## config.mk

```make
export PLATFORM = sky130hd
export DESIGN_NAME = vga_timing_pipe
export DESIGN_NICKNAME = d
export VERILOG_FILES = /design/src/rtl/vga_timing_pipe.sv
export SDC_FILE = /design/constraint.sdc
export NUM_CORES = 1
export LEC_CHECK = 0
export BUFFER_PORTS_ARGS = -buffer_cell sky130_fd_sc_hd__buf_2
export CORE_MARGIN = 4
export CORE_UTILIZATION = 40
export DETAILED_ROUTE_END_ITERATION = 6
export GPL_TIMING_DRIVEN = 0
export PLACE_DENSITY = 0.62
export RECOVER_POWER = 50
export SLEW_MARGIN = 10
export SYNTH_ARGS = -nofsm -noshare
export SYNTH_HDL_FRONTEND = slang
export SYNTH_SLANG_ARGS = --single-unit
```

## constraint.sdc

```tcl
create_clock -name clk -period 4.2 [get_ports clk]
set_input_delay 0.84 -clock clk [delete_from_list [all_inputs] [get_ports clk]]
set_output_delay 0.84 -clock clk [all_outputs]
set_load 0.03 [all_outputs]
```

## src/rtl/vga_timing_pipe.sv

```systemverilog
// Parametrised VGA timing generator: pixel-clock divider, h/v counters, sync decode and a
// latency-matched RGB/sync output register aligned to an external pixel source.
module vga_timing_pipe #(
   parameter int unsigned CLK_DIV  = 4,
   parameter int unsigned H_ACTIVE = 640,
   parameter int unsigned H_FP     = 16,
   parameter int unsigned H_SYNC   = 96,
   parameter int unsigned H_BP     = 48,
   parameter int unsigned V_ACTIVE = 480,
   parameter int unsigned V_FP     = 10,
   parameter int unsigned V_SYNC   = 2,
   parameter int unsigned V_BP     = 33,
   parameter bit          HS_POL   = 1'b0,
   parameter bit          VS_POL   = 1'b0,
   parameter int unsigned COLOR_W  = 4,
   parameter int unsigned PIPE     = 1,
   parameter int unsigned CW       = 10
) (
   input  logic               clk,
   input  logic               rst,
   input  logic               enable,
   input  logic [COLOR_W-1:0] pix_r,
   input  logic [COLOR_W-1:0] pix_g,
   input  logic [COLOR_W-1:0] pix_b,
   output logic [CW-1:0]      pix_x,
   output logic [CW-1:0]      pix_y,
   output logic               pix_req,
   output logic               pix_ce,
   output logic               line_start,
   output logic               frame_start,
   output logic [COLOR_W-1:0] vgaRed,
   output logic [COLOR_W-1:0] vgaGreen,
   output logic [COLOR_W-1:0] vgaBlue,
   output logic               Hsync,
   output logic               Vsync
);

   localparam int unsigned H_TOTAL  = H_ACTIVE + H_FP + H_SYNC + H_BP;
   localparam int unsigned V_TOTAL  = V_ACTIVE + V_FP + V_SYNC + V_BP;
   localparam int unsigned HS_START = H_ACTIVE + H_FP;
   localparam int unsigned HS_END   = HS_START + H_SYNC;
   localparam int unsigned VS_START = V_ACTIVE + V_FP;
   localparam int unsigned VS_END   = VS_START + V_SYNC;
   localparam int unsigned DW       = (CLK_DIV > 1) ? $clog2(CLK_DIV) : 1;

   if (CLK_DIV < 1) begin : g_bad_div
      $error("vga_timing_pipe: CLK_DIV must be >= 1");
   end
   if (PIPE > 4) begin : g_bad_pipe
      $error("vga_timing_pipe: PIPE must be 0..4");
   end
   if ((H_TOTAL - 1) >= (64'd1 << CW) || (V_TOTAL - 1) >= (64'd1 << CW)) begin : g_bad_cw
      $error("vga_timing_pipe: CW too narrow for H_TOTAL/V_TOTAL");
   end

   logic [DW-1:0] r_div_cnt;
   logic [CW-1:0] r_h_cnt;
   logic [CW-1:0] r_v_cnt;
   logic          w_pix_ce;
   logic [2:0]    w_stg0;   // {act, hs, vs} decoded from the current counters
   logic [2:0]    w_stg_d;  // same, PIPE ticks later

   // Gated by rst/enable so a CLK_DIV=1 divider does not tick while held.
   assign w_pix_ce = enable & ~rst & (r_div_cnt == DW'(CLK_DIV - 1));

   always_ff @(posedge clk or posedge rst) begin
      if (rst) begin
         r_div_cnt <= '0;
         r_h_cnt   <= '0;
         r_v_cnt   <= '0;
      end else if (!enable) begin
         r_div_cnt <= '0;
         r_h_cnt   <= '0;
         r_v_cnt   <= '0;
      end else begin
         r_div_cnt <= w_pix_ce ? '0 : r_div_cnt + DW'(1);
         if (w_pix_ce) begin
            if (r_h_cnt == CW'(H_TOTAL - 1)) begin
               r_h_cnt <= '0;
               r_v_cnt <= (r_v_cnt == CW'(V_TOTAL - 1)) ? '0 : r_v_cnt + CW'(1);
            end else begin
               r_h_cnt <= r_h_cnt + CW'(1);
            end
         end
      end
   end

   always_comb begin
      w_stg0    = '0;
      w_stg0[2] = (32'(r_h_cnt) < H_ACTIVE) && (32'(r_v_cnt) < V_ACTIVE);
      w_stg0[1] = (32'(r_h_cnt) >= HS_START) && (32'(r_h_cnt) < HS_END);
      w_stg0[0] = (32'(r_v_cnt) >= VS_START) && (32'(r_v_cnt) < VS_END);
   end

   // Delay line matches decode latency to the pixel-source latency.
   if (PIPE == 0) begin : g_nodly
      assign w_stg_d = w_stg0;
   end else begin : g_dly
      logic [2:0] r_dly [PIPE];

      always_ff @(posedge clk or posedge rst) begin
         if (rst) begin
            for (int i = 0; i < int'(PIPE); i++) r_dly[i] <= '0;
         end else if (!enable) begin
            for (int i = 0; i < int'(PIPE); i++) r_dly[i] <= '0;
         end else if (w_pix_ce) begin
            r_dly[0] <= w_stg0;
            for (int i = 1; i < int'(PIPE); i++) r_dly[i] <= r_dly[i-1];
         end
      end

      assign w_stg_d = r_dly[PIPE-1];
   end

   logic [COLOR_W-1:0] r_red;
   logic [COLOR_W-1:0] r_green;
   logic [COLOR_W-1:0] r_blue;
   logic               r_hsync;
   logic               r_vsync;

   // Pin register loads only on pixel ticks so pins never change mid-pixel.
   always_ff @(posedge clk or posedge rst) begin
      if (rst) begin
         r_red   <= '0;
         r_green <= '0;
         r_blue  <= '0;
         r_hsync <= ~HS_POL;
         r_vsync <= ~VS_POL;
      end else if (!enable) begin
         r_red   <= '0;
         r_green <= '0;
         r_blue  <= '0;
         r_hsync <= ~HS_POL;
         r_vsync <= ~VS_POL;
      end else if (w_pix_ce) begin
         r_red   <= w_stg_d[2] ? pix_r : '0;
         r_green <= w_stg_d[2] ? pix_g : '0;
         r_blue  <= w_stg_d[2] ? pix_b : '0;
         r_hsync <= w_stg_d[1] ? HS_POL : ~HS_POL;
         r_vsync <= w_stg_d[0] ? VS_POL : ~VS_POL;
      end
   end

   assign pix_x       = r_h_cnt;
   assign pix_y       = r_v_cnt;
   assign pix_req     = w_stg0[2];
   assign pix_ce      = w_pix_ce;
   assign line_start  = w_pix_ce && (r_h_cnt == '0);
   assign frame_start = w_pix_ce && (r_h_cnt == '0) && (r_v_cnt == '0);
   assign vgaRed      = r_red;
   assign vgaGreen    = r_green;
   assign vgaBlue     = r_blue;
   assign Hsync       = r_hsync;
   assign Vsync       = r_vsync;

endmodule

```

# Word level (Yosys, flattened, before mapping)
# Cells that the tools add are included.
[op_classes]
addsub = 3
order_cmp = 6
eq_ne = 5
mux = 26
n_bitwise = 3
n_reduce_logical = 8
[ops]
columns = ["operator", "n"]
rows = [
  ["$mux 10", 7],
  ["$mux 4", 9],
  ["$add 10x1->10 const B", 2],
  ["$eq 10x10->1 const B", 2],
  ["$logic_not 10->1", 2],
  ["$lt 10x10->1 const B", 2],
  ["$lt 10x9->1 const B", 2],
  ["$ge 10x10->1 const B", 1],
  ["$ge 10x9->1 const B", 1],
  ["$mux 1", 6],
  ["$mux 3", 2],
  ["$logic_and 1x1->1", 5],
  ["$mux 2", 2],
  ["$ne 2x1->1 const B", 2],
  ["$add 2x1->2 const B", 1],
  ["$and 1x1->1", 2],
  ["$eq 2x2->1 const B", 1],
  ["$reduce_and 2->1", 1],
  ["$not 1->1", 1],
]
[totals]
reg_bits = 39
in_bits = 15
output_inout_bits = 38

# Depth between registers and ports, before layout
[logic_depth]
word_depth = 5
depth_mapped = 7
mapped_depth_nobuf = 6

# Worst setup path after synthesis
# OpenSTA, ideal clock, no wires.
[synth_timing]
kind = "input -> output"
from = "input port rst"
to = "output port frame_start"
arrival_time_ps = 3916
path_slack_ps = -556
cell_stages = 7
path_cell_list = "inv_1 nand3_1 inv_1 buf_2 nand3_1 nor2_1 nor4bb_1"
[synth_between]
elab_chain_cells = 5
[synth_lines]
columns = ["item", "line_no", "text"]
rows = [
  ["start, declared", "20", "input logic rst,"],
  ["$not 1->1", "64", "assign w_pix_ce = enable & ~rst & (r_div_cnt == DW'(CLK_DIV - 1));"],
  ["$and 1x1->1 (2 in series)", "64", ""],
  ["via pix_ce", "28", "output logic pix_ce,"],
  ["$logic_and 1x1->1", "n/a", ""],
  ["via line_start", "29", "output logic line_start,"],
  ["$logic_and 1x1->1", "149", "assign frame_start = w_pix_ce && (r_h_cnt == '0) && (r_v_cnt == '0);"],
  ["end, declared", "30", "output logic frame_start,"],
]
# The timed path passes the listed nets, and every way through them passes these cells.

# Worst setup path in the final report
[layout_timing]
from = "input port rst"
to = "output port frame_start"
[layout_between]
elab_chain_cells = 5
[layout_lines]
columns = ["item", "line_no"]
rows = [
  ["$not 1->1", "64"],
  ["$and 1x1->1 (2 in series)", "64"],
  ["$logic_and 1x1->1 (2 in series)", "149"],
]
# No other way between the ends.

==> results.json <==
{
  "status": "completed",
  "worstHoldEndpoint": "Vsync",
  "wire_length_of_the_first_global_routing_pass_um": 7910,
  "worst_path_max_delay_cell": "sky130_fd_sc_hd__clkinvlp_4",
  "cts_sinks": 39,
  "antenna_found_initial": 0,
  "crit_path_cell_trace": "buf_2, clkinvlp_4, nand3_1, inv_1, buf_2, nand3_1, nor2_1, nor4bb_2, buf_2",
  "synth_top_cell_area_share": 0.464,
  "final_max_slew_viol_count": 0,
  "max_slew.worst_pin.slew_ns": 0.869,
  "wire_length_after_detailed_routing_um": 4620,
  "yosysWarningCount": 0,
  "fin_skew_ns": 0.0112,
  "total_power_divided_by_cell_area_mw_per_mm2": 322,
  "num-nets-final": 269,
  "antenna-diode-count": 0,
  "synthDominantAreaCellType": "sky130_fd_sc_hd__dfrtp_1",
  "via_per_inst": 5.20,
  "drtPass1Iterations": 4,
  "setup_viol_count_final": 0,
  "critical_path.most_common_cell": "sky130_fd_sc_hd__buf_2",
  "clk_path_buf_depth": 2,
  "postCtsSetupRepairBufs": 0,
  "post-dp-hpwl_um": 3320,
  "max_clock_freq_mhz": 258,
  "gp_routability_congestion": 0.805,
  "critical_path.reg2reg.endpoint": "pix_y[9]",
  "min-delay-path-class": "register to register",
  "cap_viol_max_count": 0,
  "cts_resized": 0,
  "first_global_vias": 1628,
  "ff2ff_path_depth": 5,
  "cp_max_fo": 41,
  "grt_start_max_net_pins": 42,
  "data_arrival_time_of_the_worst_path_ns": 3.03,
  "placeableCoreArea_mm2": 0.00479,
  "post-route-drc-count": 0,
  "fp-row-count": 25,
  "io_pins": 53,
  "regToRegStartpoint": "pix_x[7]",
  "cp_num_buf_inv": 5,
  "yosysSeqAreaShare": 0.490,
  "portBuffers": 52,
  "netlist-cell-type-count": 42,
  "finalHoldViolCount": 0,
  "start_util": 0.417,
  "synth_enable_flop_cells": 0,
  "cts_hold_buffers": 0,
  "async_reset_ff_frac": 1.00,
  "p_total_mw": 0.782,
  "die_w_um": 78.6,
  "ys_ff_latch": 39,
  "reg2reg_setup_slack_ns": 2.20,
  "number_of_nets_produced_by_synthesis": 210,
  "drtAntennaViolNets": 0,
  "path_clk_slew_ns": 0.09,
  "power.ir.vdd_worst_mv": 0.188,
  "dieHeight_um": 78.6,
  "grt_setup_unrepaired": "false",
  "cpPeakStageDelay_ns": 0.57,
  "layout-drive-gt1-share": 0.256,
  "post-route-cell-area_mm2": 0.00243,
  "clock_insertion_delay_worst_skew_ns": 0.30,
  "cts_buffers": 5,
  "post_synth_inst_count": 190,
  "min_period_ns": 3.87,
  "overflow": 0,
  "synthesis.area_mm2": 0.00200,
  "cp_data_required_time_ns": 3.36,
  "grt.total_usage": 0.161,
  "avgSynthCellArea_um2": 10.5,
  "power.static_leakage_nw": 1.09,
  "end_kind": "output port",
  "worst_path_dominant_cell_family": "buffers and inverters",
  "detailed_place.area_mm2": 0.00235,
  "min_from": "g_dly.r_dly[0]",
  "ys_top_cells_by_area": "sky130_fd_sc_hd__dfrtp_1 46%, sky130_fd_sc_hd__a22o_1 6.6%, sky130_fd_sc_hd__nand2_1 3.4%, sky130_fd_sc_hd__a21oi_1 3.3%, sky130_fd_sc_hd__ha_1 3.1%",
  "start_kind": "input pin",
  "cts.root.buffer_cell": "sky130_fd_sc_hd__clkbuf_8",
  "area_growth_pct": 21.8,
  "routed_wirelength_normalized_by_instance_count_um": 14.6,
  "critPathKind": "input pin to output port",
  "cts_tree": "done",
  "drt_iter0_markers": 50,
  "slew_headroom": 0.419,
  "hold-path-cell-count": 1,
  "die_area_mm2": 0.00618,
  "htreeDepth": 2,
  "post-synth-top-count-cell": "sky130_fd_sc_hd__dfrtp_1",
  "setup_total_negative_slack_ns": 0,
  "ys_top_cells_by_count": "37 x sky130_fd_sc_hd__dfrtp_1, 18 x sky130_fd_sc_hd__nand2_1, 16 x sky130_fd_sc_hd__nor2_1",
  "ys_dominant_reg_cell": "sky130_fd_sc_hd__dfrtp_1",
  "via_count": 1648,
  "fin_crit_share": 0.921
}
## state kept, by name, summed over array words and instances, names as in the netlist
| name | cells |
|---|---|
| pix_x | 10 |
| pix_y | 10 |
| vgaBlue | 4 |
| vgaGreen | 4 |
| vgaRed | 4 |
| g_dly.r_dly | 3 |
| r_div_cnt | 2 |
| Hsync | 1 |
| Vsync | 1 |
## worst reg2reg max path: stages (launching register included)
cell and delay (ns):
sky130_fd_sc_hd__dfrtp_1 0.39, sky130_fd_sc_hd__buf_6 0.14, sky130_fd_sc_hd__nor4b_4 0.40, sky130_fd_sc_hd__nand2_1 0.14, sky130_fd_sc_hd__o41ai_2 0.69, sky130_fd_sc_hd__a21oi_1 0.09
## placed cells by master, fill, tap and decap left out, types with 2 or more instances in the layout
cell,count
sky130_fd_sc_hd__nor2_1,16
sky130_fd_sc_hd__a22o_1,15
sky130_fd_sc_hd__o21ai_0,7
sky130_fd_sc_hd__nor2b_1,2
sky130_fd_sc_hd__clkbuf_1,22
sky130_fd_sc_hd__nand3_1,8
sky130_fd_sc_hd__or4_1,2
sky130_fd_sc_hd__nand4_1,5
sky130_fd_sc_hd__nand2_1,18
sky130_fd_sc_hd__xnor2_1,7
sky130_fd_sc_hd__or3_2,4
sky130_fd_sc_hd__clkbuf_8,6
sky130_fd_sc_hd__a2111oi_0,3
sky130_fd_sc_hd__buf_4,2
sky130_fd_sc_hd__nor4_1,2
sky130_fd_sc_hd__o41ai_1,2
sky130_fd_sc_hd__inv_1,7
sky130_fd_sc_hd__dfstp_2,2
sky130_fd_sc_hd__and2_1,2
sky130_fd_sc_hd__dfrtp_1,37
sky130_fd_sc_hd__buf_2,36
sky130_fd_sc_hd__a21oi_1,13
sky130_fd_sc_hd__a211oi_1,2
sky130_fd_sc_hd__ha_1,5
sky130_fd_sc_hd__o31ai_1,4
## cell families (layout without fill, tap and decap cells)
group / Yosys count / count (layout) / share of synthesized area
AND/OR/NAND/NOR: 67 / 67 / 0.180
flip-flops: 39 / 39 / 0.490
adder cells (fa/ha/maj): 5 / 5 / 0.0313
XOR/XNOR: 7 / 7 / 0.0307
multiplexers: 1 / 1 / 0.00564
buffers and inverters: 19 / 79 / 0.0602
AO/OA/AOI/OAI: 52 / 52 / 0.202
## where the power goes
part           switching [mW]  internal (mW)  leakage [nW]
logic                  0.0479         0.0246         0.496
clock network           0.139          0.177        0.0581
registers              0.0107          0.383         0.533
## stage by stage
stage,setup slack [ns],hold WS [ns],utilization,cells
6_report,0.330,0.411,0.508,317
5_1_grt,0.0209,0.436,0.508,317
4_1_cts,0.250,0.411,0.515,317
3_5_place_dp,0.248,0.396,0.491,309
3_3_place_gp,0.268,0.391,0.491,309
2_1_floorplan,0.180,0.383,-,190
## area by class of cell
type | count | area, µm²
clock buffer | 5 | 68.8
sequential | 39 | 978
multi-input combinational | 132 | 903
timing repair buffer | 52 | 238
clock inverter | 3 | 43.8
tap | 67 | 83.8
fill | 480 | 2360
inverter | 8 | 33.8
buffer | 11 | 80.1
## worst max-delay path by stage
stage | end | from | depth (start not counted) | slack [ns]
2_1_floorplan | frame_start | rst | 7 | 0.18
3_3_place_gp | frame_start | rst | 9 | 0.27
3_5_place_dp | frame_start | rst | 9 | 0.25
4_1_cts | frame_start | rst | 9 | 0.25
5_1_grt | frame_start | rst | 9 | 0.02
6_report | frame_start | rst | 9 | 0.33
## metal layers
metal	track usage	part of all wire	vias to the layer above
met5	0	0	-
met4	0.0472	0.013	0
met3	0.0367	0.044	7
met2	0.261	0.47	37
met1	0.215	0.47	791
li1	-	-	813
Note: power is estimated with default switching activity, not from simulation.
